===== src/rtl/i2c_flash_page_bridge.sv =====
// i2c_flash_page_bridge
//   I2C slave bridging byte transactions onto an SST-style parallel flash.
//   Bit timing runs on SCL rising edges; START/STOP arrive as decoded
//   one-cycle strobes. Write data is collected in a page buffer and
//   programmed after STOP using the 5555/2AAA unlock sequence. Reads are
//   sequential with address auto-increment.
// Ports
//   SCL, RESET        clock (rising edge) / async active-high reset
//   START, STOP       decoded bus condition strobes
//   din               sampled SDA
//   SDAOut, EnSDAOut  SDA drive value / enable (ACK = enabled low)
//   Addr, IOOut, IOIn flash address, write data, read data
//   EnIOOut           flash IO bus drive enable
//   ENbar/WEbar/REbar flash chip/write/read enables, active low
//   Busy              flush in progress
//   Level             bytes currently buffered
module i2c_flash_page_bridge #(
  parameter int unsigned ADDR_W      = 16,
  parameter int unsigned ADDR_BYTES  = 2,
  parameter logic [6:0]  DEV_ID      = 7'h50,
  parameter int unsigned PAGE_DEPTH  = 16,
  parameter int unsigned PROG_CYCLES = 8
) (
  input  logic                          SCL,
  input  logic                          RESET,
  input  logic                          START,
  input  logic                          STOP,
  input  logic                          din,
  output logic                          SDAOut,
  output logic                          EnSDAOut,
  output logic [ADDR_W-1:0]             Addr,
  output logic [7:0]                    IOOut,
  input  logic [7:0]                    IOIn,
  output logic                          EnIOOut,
  output logic                          ENbar,
  output logic                          WEbar,
  output logic                          REbar,
  output logic                          Busy,
  output logic [$clog2(PAGE_DEPTH):0]   Level
);

  localparam int unsigned PTR_W  = $clog2(PAGE_DEPTH);
  localparam int unsigned LVL_W  = PTR_W + 1;
  localparam int unsigned ABC_W  = $clog2(ADDR_BYTES + 1);
  localparam int unsigned WAIT_W = (PROG_CYCLES > 1) ? $clog2(PROG_CYCLES) : 1;

  typedef enum logic [3:0] {
    IDLE, DEVID, DEVACK, ADDR, ADDRACK, WDATA, WACK, RDATA, RACK, FL_CMD, FL_WAIT
  } stateT;

  stateT state, stateNext;

  logic [2:0]        bitCnt;
  logic [7:0]        shiftReg;
  logic              ackOk;
  logic              isRead;
  logic [ADDR_W-1:0] addrAcc;
  logic [ADDR_W-1:0] addrPtr;
  logic [ABC_W-1:0]  addrByteCnt;
  logic [LVL_W-1:0]  flIdx;
  logic [1:0]        wrIdx;
  logic              wrPhase;
  logic [WAIT_W-1:0] waitCnt;
  logic [7:0]        pageBuf [PAGE_DEPTH];

  logic [7:0] rxByte;
  logic       byteDone;
  logic       flushing;
  logic       bufFull;
  logic       bufWe;
  logic       lastByte;
  logic       waitDone;

  assign rxByte   = {shiftReg[6:0], din};
  assign byteDone = (bitCnt == 3'd7);
  assign flushing = (state == FL_CMD) || (state == FL_WAIT);
  assign bufFull  = (Level == LVL_W'(PAGE_DEPTH));
  assign lastByte = (flIdx == Level - 1'b1);
  assign waitDone = (waitCnt == WAIT_W'(PROG_CYCLES - 1));
  // START/STOP take priority over the bit in flight, so a byte completing
  // in the same cycle as either strobe is never stored.
  assign bufWe    = (state == WDATA) && !STOP && !START && byteDone && !bufFull;

  always_ff @(posedge SCL or posedge RESET) begin
    if (RESET) state <= IDLE;
    else       state <= stateNext;
  end

  always_comb begin
    stateNext = state;
    if (flushing) begin
      // Bus conditions are ignored while flushing; the slave never drives
      // SDA here, so any device ID is implicitly NACKed.
      if (state == FL_CMD) begin
        if (wrIdx == 2'd3 && wrPhase) stateNext = FL_WAIT;
      end else if (waitDone) begin
        stateNext = lastByte ? IDLE : FL_CMD;
      end
    end else if (STOP) begin
      stateNext = (Level != '0) ? FL_CMD : IDLE;
    end else if (START) begin
      stateNext = DEVID;
    end else begin
      unique case (state)
        DEVID:   if (byteDone) stateNext = DEVACK;
        DEVACK:  stateNext = !ackOk ? IDLE : (isRead ? RDATA : ADDR);
        ADDR:    if (byteDone) stateNext = ADDRACK;
        ADDRACK: stateNext = (addrByteCnt == ABC_W'(ADDR_BYTES)) ? WDATA : ADDR;
        WDATA:   if (byteDone) stateNext = WACK;
        WACK:    stateNext = WDATA;
        RDATA:   if (byteDone) stateNext = RACK;
        RACK:    stateNext = din ? IDLE : RDATA;
        default: stateNext = IDLE;
      endcase
    end
  end

  always_comb begin
    SDAOut   = 1'b0;
    EnSDAOut = 1'b0;
    Addr     = '0;
    IOOut    = '0;
    EnIOOut  = 1'b0;
    ENbar    = 1'b1;
    WEbar    = 1'b1;
    REbar    = 1'b1;
    Busy     = 1'b0;
    unique case (state)
      DEVACK: begin
        EnSDAOut = ackOk;
        if (ackOk && isRead) begin
          ENbar = 1'b0;
          REbar = 1'b0;
          Addr  = addrPtr;
        end
      end
      ADDRACK, WACK: EnSDAOut = ackOk;
      RDATA: begin
        EnSDAOut = 1'b1;
        SDAOut   = shiftReg[7];
      end
      RACK: begin
        // Fetch only when the master is ACKing, so a final NACK leaves no
        // stray read strobe on the flash.
        if (!din) begin
          ENbar = 1'b0;
          REbar = 1'b0;
          Addr  = addrPtr;
        end
      end
      FL_CMD: begin
        Busy    = 1'b1;
        ENbar   = 1'b0;
        EnIOOut = 1'b1;
        WEbar   = wrPhase;
        unique case (wrIdx)
          2'd0: begin Addr = ADDR_W'(16'h5555); IOOut = 8'hAA; end
          2'd1: begin Addr = ADDR_W'(16'h2AAA); IOOut = 8'h55; end
          2'd2: begin Addr = ADDR_W'(16'h5555); IOOut = 8'hA0; end
          default: begin
            Addr  = addrPtr + ADDR_W'(flIdx);
            IOOut = pageBuf[flIdx[PTR_W-1:0]];
          end
        endcase
      end
      FL_WAIT: Busy = 1'b1;
      default: ;
    endcase
  end

  always_ff @(posedge SCL) begin
    if (bufWe) pageBuf[Level[PTR_W-1:0]] <= rxByte;
  end

  always_ff @(posedge SCL or posedge RESET) begin
    if (RESET) begin
      bitCnt      <= '0;
      shiftReg    <= '0;
      ackOk       <= 1'b0;
      isRead      <= 1'b0;
      addrAcc     <= '0;
      addrPtr     <= '0;
      addrByteCnt <= '0;
      Level       <= '0;
      flIdx       <= '0;
      wrIdx       <= '0;
      wrPhase     <= 1'b0;
      waitCnt     <= '0;
    end else if (state == FL_CMD) begin
      wrPhase <= !wrPhase;
      if (wrPhase) wrIdx <= wrIdx + 1'b1;
      waitCnt <= '0;
    end else if (state == FL_WAIT) begin
      if (waitDone) begin
        waitCnt <= '0;
        if (lastByte) begin
          Level   <= '0;
          addrPtr <= addrPtr + ADDR_W'(Level);
          flIdx   <= '0;
        end else begin
          flIdx <= flIdx + 1'b1;
        end
      end else begin
        waitCnt <= waitCnt + 1'b1;
      end
    end else if (STOP) begin
      bitCnt  <= '0;
      flIdx   <= '0;
      wrIdx   <= '0;
      wrPhase <= 1'b0;
      waitCnt <= '0;
    end else if (START) begin
      bitCnt <= '0;
    end else begin
      unique case (state)
        DEVID: begin
          shiftReg <= rxByte;
          bitCnt   <= bitCnt + 1'b1;
          if (byteDone) begin
            isRead <= din;
            ackOk  <= (shiftReg[6:0] == DEV_ID) && (!din || Level == '0);
          end
        end
        DEVACK: begin
          bitCnt      <= '0;
          addrByteCnt <= '0;
          if (ackOk && isRead) begin
            shiftReg <= IOIn;
            addrPtr  <= addrPtr + 1'b1;
          end
        end
        ADDR: begin
          shiftReg <= rxByte;
          bitCnt   <= bitCnt + 1'b1;
          if (byteDone) begin
            addrAcc     <= ADDR_W'({addrAcc, rxByte});
            addrByteCnt <= addrByteCnt + 1'b1;
            ackOk       <= 1'b1;
          end
        end
        ADDRACK: begin
          bitCnt <= '0;
          if (addrByteCnt == ABC_W'(ADDR_BYTES)) addrPtr <= addrAcc;
        end
        WDATA: begin
          shiftReg <= rxByte;
          bitCnt   <= bitCnt + 1'b1;
          if (byteDone) begin
            ackOk <= !bufFull;
            if (!bufFull) Level <= Level + 1'b1;
          end
        end
        RDATA: begin
          shiftReg <= {shiftReg[6:0], 1'b0};
          bitCnt   <= bitCnt + 1'b1;
        end
        RACK: begin
          bitCnt <= '0;
          if (!din) begin
            shiftReg <= IOIn;
            addrPtr  <= addrPtr + 1'b1;
          end
        end
        default: bitCnt <= '0;
      endcase
    end
  end

endmodule


===== config.mk =====
export PLATFORM = sky130hd
export DESIGN_NAME = i2c_flash_page_bridge
export DESIGN_NICKNAME = d
export VERILOG_FILES = /design/src/rtl/i2c_flash_page_bridge.sv
export SDC_FILE = /design/constraint.sdc
export NUM_CORES = 1
export LEC_CHECK = 0
export CAP_MARGIN = 20
export CORE_ASPECT_RATIO = 0.75
export CORE_MARGIN = 8
export CORE_UTILIZATION = 58
export CTS_CLUSTER_DIAMETER = 100
export DETAILED_ROUTE_END_ITERATION = 6
export PLACE_DENSITY = 0.81
export SLEW_MARGIN = 5
export SYNTH_ARGS = -nofsm -noshare
export SYNTH_HDL_FRONTEND = slang
export SYNTH_SLANG_ARGS = --single-unit

===== constraint.sdc =====
create_clock -name SCL -period 8.85 [get_ports SCL]
set_clock_uncertainty 0.2 [all_clocks]
set_input_delay 1.3275 -clock SCL [delete_from_list [all_inputs] [get_ports SCL]]
set_output_delay 1.3275 -clock SCL [all_outputs]
set_load 0.01 [all_outputs]

==> results.py, run 1 <==
metrics = {
    "setup_path": {
        "reg2reg_slack_ns": 5.04,
        "crit_fanout": 22,
        "critPathRequiredTime_ns": 7.32,
        "cp-end-kind": "primary output",
        "crit_type": "input port to primary output",
        "worstPathArrival_ns": 4.07,
        "crit_path_start_kind": "input port",
        "crit-reg2reg-capture": "pageBuf[4][6]",
        "reg2reg_from": "state[0]",
        "reg2reg_depth": 6,
    },
    "detailed_routing": {
        "dr.pass1.iters": 6,
        "wl_per_cell_um": 22.6,
        "initialDrtViolationCount": 991,
        "drcViolationCount": 0,
        "ant_nets": 0,
        "vias_per_cell": 6.59,
        "routed_wirelength_um": 24500,
        "vias": 7150,
    },
    "layout": {
        "final_nets": 899,
        "areaGrowthSynthToFinish_pct": 12.2,
        "fin_util_pct": 66.9,
        "final_cell_mix": "128 x edfxtp_1, 68 x nor2_1, 66 x dfrtp_1",
        "layout_commonest_cell": "edfxtp_1",
        "fillers": 1252,
        "drive_gt1_share_pct": 13.3,
        "antenna-diode-count": 0,
        "final_cell_area_um2": 11300,
    },
    "worst_hold_path": {
        "hold_depth": 1,
        "hold_class": "register to register",
        "worstHoldStart": "waitCnt[0]",
        "worst_hold_path.endpoint": "waitCnt[0]",
    },
    "logic_synthesis": {
        "async_flop_share_pct": 34.4,
        "yosysSeqAreaShare_pct": 54.7,
        "synth_nets": 870,
        "avgSynthCellArea_um2": 12.2,
        "syn_inst": 828,
        "ys_seq_elements": 195,
        "synthFlopType": "edfxtp_1",
        "netlist_area_um2": 10100,
        "synth_edf_count": 128,
        "synth_cell_types": 74,
        "yosysWarnings": 0,
    },
    "status": {
        "outcome": "finished, final reports clean",
    },
    "placement": {
        "globalplace.congestion": 0.878,
        "placed_area_um2": 10700,
        "dp_hpwl_um": 15900,
        "io_buffers": 48,
    },
    "floorplanning": {
        "core_um2": 16900,
        "die_w_um": 168,
        "initial_core_util_pct": 59.7,
        "ios": 49,
        "die_y_um": 130,
        "dieArea_um2": 21900,
        "num_rows": 41,
    },
    "grt": {
        "grt-ovfl-total": 0,
        "grt_max_degree": 68,
        "grt_usage_pct": 23.3,
        "grt_pass1_vias": 6820,
        "grt_pass1_wl_um": 39000,
        "antenna_found_initial": 1,
    },
    "clock_network": {
        "postCtsSetupBuffers": 0,
        "clkTransAtPathRegs_ns": 0.08,
        "clk_path_buf_depth": 2,
        "cts_tree": "built",
        "cts_root_buffer": "clkbuf_16",
        "ctsResizeCount": 0,
        "cts_buffers": 17,
        "hold_buffers": 0,
        "htreeDepth": 4,
        "cts.sinks": 195,
        "clock_latency_ns": 0.44,
    },
    "pwr": {
        "peakVddDrop_mv": 0.177,
        "power_density_nw_per_um2": 158,
        "p_leak_uw": 0.00444,
    },
    "sta": {
        "fmax_mhz": 179,
        "setup_tns_ns": 0,
        "setup_viol": 0,
        "rsz0062_at_grt": "false",
        "slew_violations": 0,
        "worst_slew_margin_rel_pct": 34.3,
        "worst_slew_pin_slew_ns": 0.986,
        "min_period_ns": 5.60,
        "post-route-period-util_pct": 63.3,
        "hold_viol": 0,
    },
    "flow_run": {
        "maxCapViolCount": 0,
    },
}
[metrics by stage]
step | std cells | hold WS (ns) | setup WS [ns] | total power, uW
after floorplan | 828 | 0.252 | 4.79 | 1010
after detailed placement | 1050 | 0.293 | 2.99 | 1030
final | 1085 | 0.305 | 3.25 | 1790
after CTS | 1082 | 0.307 | 2.98 | 1790
after global routing | 1085 | 0.320 | 3.04 | 1830
after global placement | 1049 | 0.267 | 3.11 | 1020
[per-layer routing]
metal  up-vias  part of all wire, %  track usage (%)
met5         -                0.053                0
met4         2                  1.8             6.96
met3        46                   11             6.76
met2       376                   43             33.4
met1      3505                   44             33.8
li1       3221                    -                -
[worst max path at each step]
| stage | from | end | slack (ns) |
|---|---|---|---|
| after CTS | din | Addr[13] | 2.98 |
| after detailed placement | din | Addr[13] | 2.99 |
| after global placement | din | Addr[14] | 3.11 |
| final | din | Addr[7] | 3.25 |
| after floorplan | flIdx[1] | Addr[10] | 4.79 |
| after global routing | din | Addr[6] | 3.04 |
[area by class of cell]
class | count | area (um2) | share of cell area [%]
flip-flops and latches | 195 | 5520 | 48.7
multi-input cells | 557 | 4250 | 37.5
repair buffers | 61 | 588 | 5.19
clock buffers | 17 | 425 | 3.76
well taps | 215 | 269 | 2.37
clock inverters | 15 | 178 | 1.57
inverters | 25 | 93.8 | 0.828
[Yosys cell counts (18+ instances only)]
| cell type | instances | area share (%) |
|---|---|---|
| a21oi_1 | 56 | 2.8 |
| clkbuf_1 | 25 | 0.93 |
| dfrtp_1 | 67 | 17 |
| edfxtp_1 | 128 | 38 |
| ha_1 | 27 | 3.3 |
| inv_1 | 24 | 0.89 |
| mux2_2 | 18 | 2.0 |
| mux4_2 | 40 | 8.9 |
| nand2_1 | 59 | 2.2 |
| nand3_1 | 30 | 1.5 |
| nor2_1 | 68 | 2.5 |
| nor3_1 | 22 | 1.1 |
| o21ai_0 | 47 | 2.3 |
| xnor2_1 | 18 | 1.6 |
[registers in the layout (all words and copies together) (netlist names), 2 cells and up]
| register | count |
|---|---|
| Level | 5 |
| pageBuf | 128 |
| wrIdx | 2 |
| waitCnt | 3 |
| shiftReg | 8 |
| bitCnt | 3 |
| flIdx | 5 |
| addrByteCnt | 2 |
| addrPtr | 16 |
| addrAcc | 16 |
| state | 4 |
[power by group]
group          total (uW)  internal, uW  switching [uW]  leakage [uW]
Clock                 781           407             374      0.000297
Combinational        19.7          7.58            12.2       0.00191
Sequential            985           974            11.6       0.00223
Total                1790          1390             398       0.00444
[cell families (layout without fill, tap and decap cells)]
family / count (synthesis) / count (layout) / synth area share, %
and+or+nand+nor: 234 / 234 / 11.1
AOI/OAI and AO/OA: 205 / 205 / 13.5
DFF: 195 / 195 / 54.7
buffers and inverters: 76 / 118 / 3.30
muxes: 65 / 65 / 11.6
adders and majority gates: 29 / 29 / 3.74
xor gates and xnor gates: 24 / 24 / 2.08
[worst max-delay path: stages]
cell	delay, ns
clkdlybuf4s50_1	0.86
nor2_1	0.33
a31oi_1	0.10
nor3_4	0.63
nand2_1	0.13
o211ai_1	0.13
clkdlybuf4s50_1	0.57
Note: power is estimated with default switching activity, not from simulation.
==> run 2: changes to the inputs <==
==> constraint.sdc (replaced) <==
create_clock -name SCL -period 5.7 [get_ports SCL]
set_clock_uncertainty 0.2 [all_clocks]
set_input_delay 0.855 -clock SCL [delete_from_list [all_inputs] [get_ports SCL]]
set_output_delay 0.855 -clock SCL [all_outputs]
set_load 0.01 [all_outputs]
==> run 2 against run 1 <==
  * Setup slack worse by 2.3 ns
  * Die area stayed put
  * Utilization is 0.081 points lower
  * Largest power group unchanged
  * Combinational power is 67% higher
  * Sequential power is 55% higher
  * Count of clock-buffer cells in the layout stayed put
==> results.py, run 2 (synthesized netlist as in run 1, its figures left out) <==
metrics = {
    "pwr": {
        "p_leak_uw": 0.00442,
        "peakVddDrop_mv": 0.193,
        "p_switching_uw": 592,
        "swShare_pct": 22.0,
        "seqPwrFrac_pct": 57.0,
        "p_clk_share_pct": 41.8,
        "p_int_uw": 2100,
        "combPwrFrac_pct": 1.2,
        "power_density_nw_per_um2": 238,
    },
    "sta": {
        "setup_viol": 0,
        "hold_viol": 0,
        "worst_slew_margin_rel_pct": 23.4,
        "hold_ws_ns": 0.292,
        "slew_violations": 0,
        "setup_tns_ns": 0,
        "rsz0062_at_grt": "false",
        "min_period_ns": 4.79,
        "post-route-period-util_pct": 84.1,
        "worst_slew_pin_slew_ns": 1.12,
        "fmax_mhz": 209,
    },
    "setup_path": {
        "critPathRequiredTime_ns": 4.64,
        "cp-end-kind": "primary output",
        "crit_type": "register to primary output",
        "critPathBufInv": 1,
        "reg2reg_depth": 7,
        "crit-reg2reg-capture": "pageBuf[4][3]",
        "path_delay_family": "compound AO/OA/AOI/OAI gates",
        "worstPathArrival_ns": 3.74,
        "crit_slowest_cell": "dfrtp_1",
        "startpoint": "flIdx[2]",
        "slowest_delay_ns": 0.90,
        "reg2reg_slack_ns": 2.09,
        "crit_chain": "ha_1 > nor2b_1 > o21ai_0 > a21boi_0 > o21ai_1 > o31ai_1 > a221o_1 > clkdlybuf4s50_1",
        "crit_fanout": 17,
        "crit_path_start_kind": "register",
        "reg2reg_from": "state[2]",
    },
    "layout": {
        "final_nets": 904,
        "drive_gt1_share_pct": 13.5,
        "final_cell_mix": "128 x edfxtp_1, 68 x nor2_1, 66 x dfrtp_1",
        "largest_reg_flops": 128,
        "areaGrowthSynthToFinish_pct": 12.0,
        "antenna-diode-count": 0,
        "layout_commonest_cell": "edfxtp_1",
    },
    "clock_network": {
        "cts_tree": "built",
        "clock_latency_ns": 0.44,
        "postCtsSetupBuffers": 0,
        "ctsResizeCount": 0,
        "clkTransAtPathRegs_ns": 0.07,
        "htreeDepth": 4,
        "cts_buffers": 17,
        "clk_path_buf_depth": 2,
        "cts_root_buffer": "clkbuf_16",
        "cts.sinks": 195,
        "hold_buffers": 0,
    },
    "placement": {
        "io_buffers": 48,
        "globalplace.congestion": 0.905,
        "dp_hpwl_um": 16100,
    },
    "worst_hold_path": {
        "worstHoldStart": "addrByteCnt[1]",
        "worst_hold_path.endpoint": "addrByteCnt[1]",
        "hold_class": "register to register",
        "hold_depth": 2,
    },
    "grt": {
        "antenna_found_initial": 2,
        "grt.busiest_layer": "met2",
        "grt_pass1_vias": 6870,
        "grt_max_degree": 45,
        "grt_use_met1_pct": 33.6,
        "grtUsageMet2_pct": 33.9,
        "grt_pass1_wl_um": 38800,
        "grt_util_met3_pct": 6.76,
        "grt-ovfl-total": 0,
        "grt_usage_pct": 23.1,
    },
    "status": {
        "outcome": "finished, final reports clean",
    },
    "floorplanning": {
        "die_w_um": 168,
        "num_rows": 41,
        "initial_core_util_pct": 59.7,
        "ios": 49,
        "dieArea_um2": 21900,
        "core_um2": 16900,
        "die_y_um": 130,
    },
    "detailed_routing": {
        "vias_per_cell": 6.57,
        "drcViolationCount": 0,
        "initialDrtViolationCount": 883,
        "dr.pass1.iters": 5,
        "routed_wirelength_um": 24600,
        "ant_nets": 0,
        "vias": 7148,
        "wl_per_cell_um": 22.6,
    },
    "flow_run": {
        "maxCapViolCount": 0,
    },
}
[run 2: cell types whose count changed in the layout (fill, tap and decap cells not counted), sizes merged]
| cell | delta |
|---|---|
| buf | +6 |
| bufinv | -1 |
| clkinv | +2 |
| dlymetal6s2s | -1 |
| inv | -3 |
[run 2: worst min-delay path, stage by stage (launching register included)]
cell and delay (ns):
dfrtp_1 0.34, nand2_1 0.05, o31ai_1 0.06
[run 2: cell type report]
| class | count | area [um2] |
|---|---|---|
| fill | 1235 | 5620 |
| sequential | 195 | 5520 |
| multi-input combinational | 557 | 4250 |
| timing repair buffer | 66 | 639 |
| clock buffer | 17 | 425 |
| tap | 215 | 269 |
| clock inverter | 13 | 119 |
| inverter | 25 | 93.8 |
[run 2: per-layer routing]
metal	share of wire [%]	wire length (um)
met5	0.053	13
met4	1.2	297
met3	10	2450
met2	44	10700
met1	45	11100
[run 2: through the flow]
step	util, %	setup WS [ns]	instances	total power (uW)	cell area (um2)
2_1_floorplan	-	2.12	828	1560	10100
3_3_place_gp	63.3	1.23	1054	1590	10700
3_5_place_dp	63.4	1.39	1055	1590	10700
4_1_cts	66.6	0.909	1085	2690	11300
5_1_grt	66.8	0.651	1088	2760	11300
6_report	66.8	0.908	1088	2690	11300
[run 2: how the worst max path moves through the flow]
stage	to	cells after the start
floorplan	Addr[10]	10
global placement	Addr[14]	7
detailed placement	Addr[14]	8
CTS	Addr[14]	8
global route	Addr[14]	8
finish	Addr[14]	8
[run 2: power by group through the flow]
stage / Sequential, uW / Combinational, uW / Clock, uW
floorplan: 1550 / 14.3 / 0
global placement: 1560 / 30.5 / 0
detailed placement: 1560 / 31.3 / 0
CTS: 1530 / 31.4 / 1130
global route: 1530 / 36.8 / 1190
finish: 1530 / 32.9 / 1120
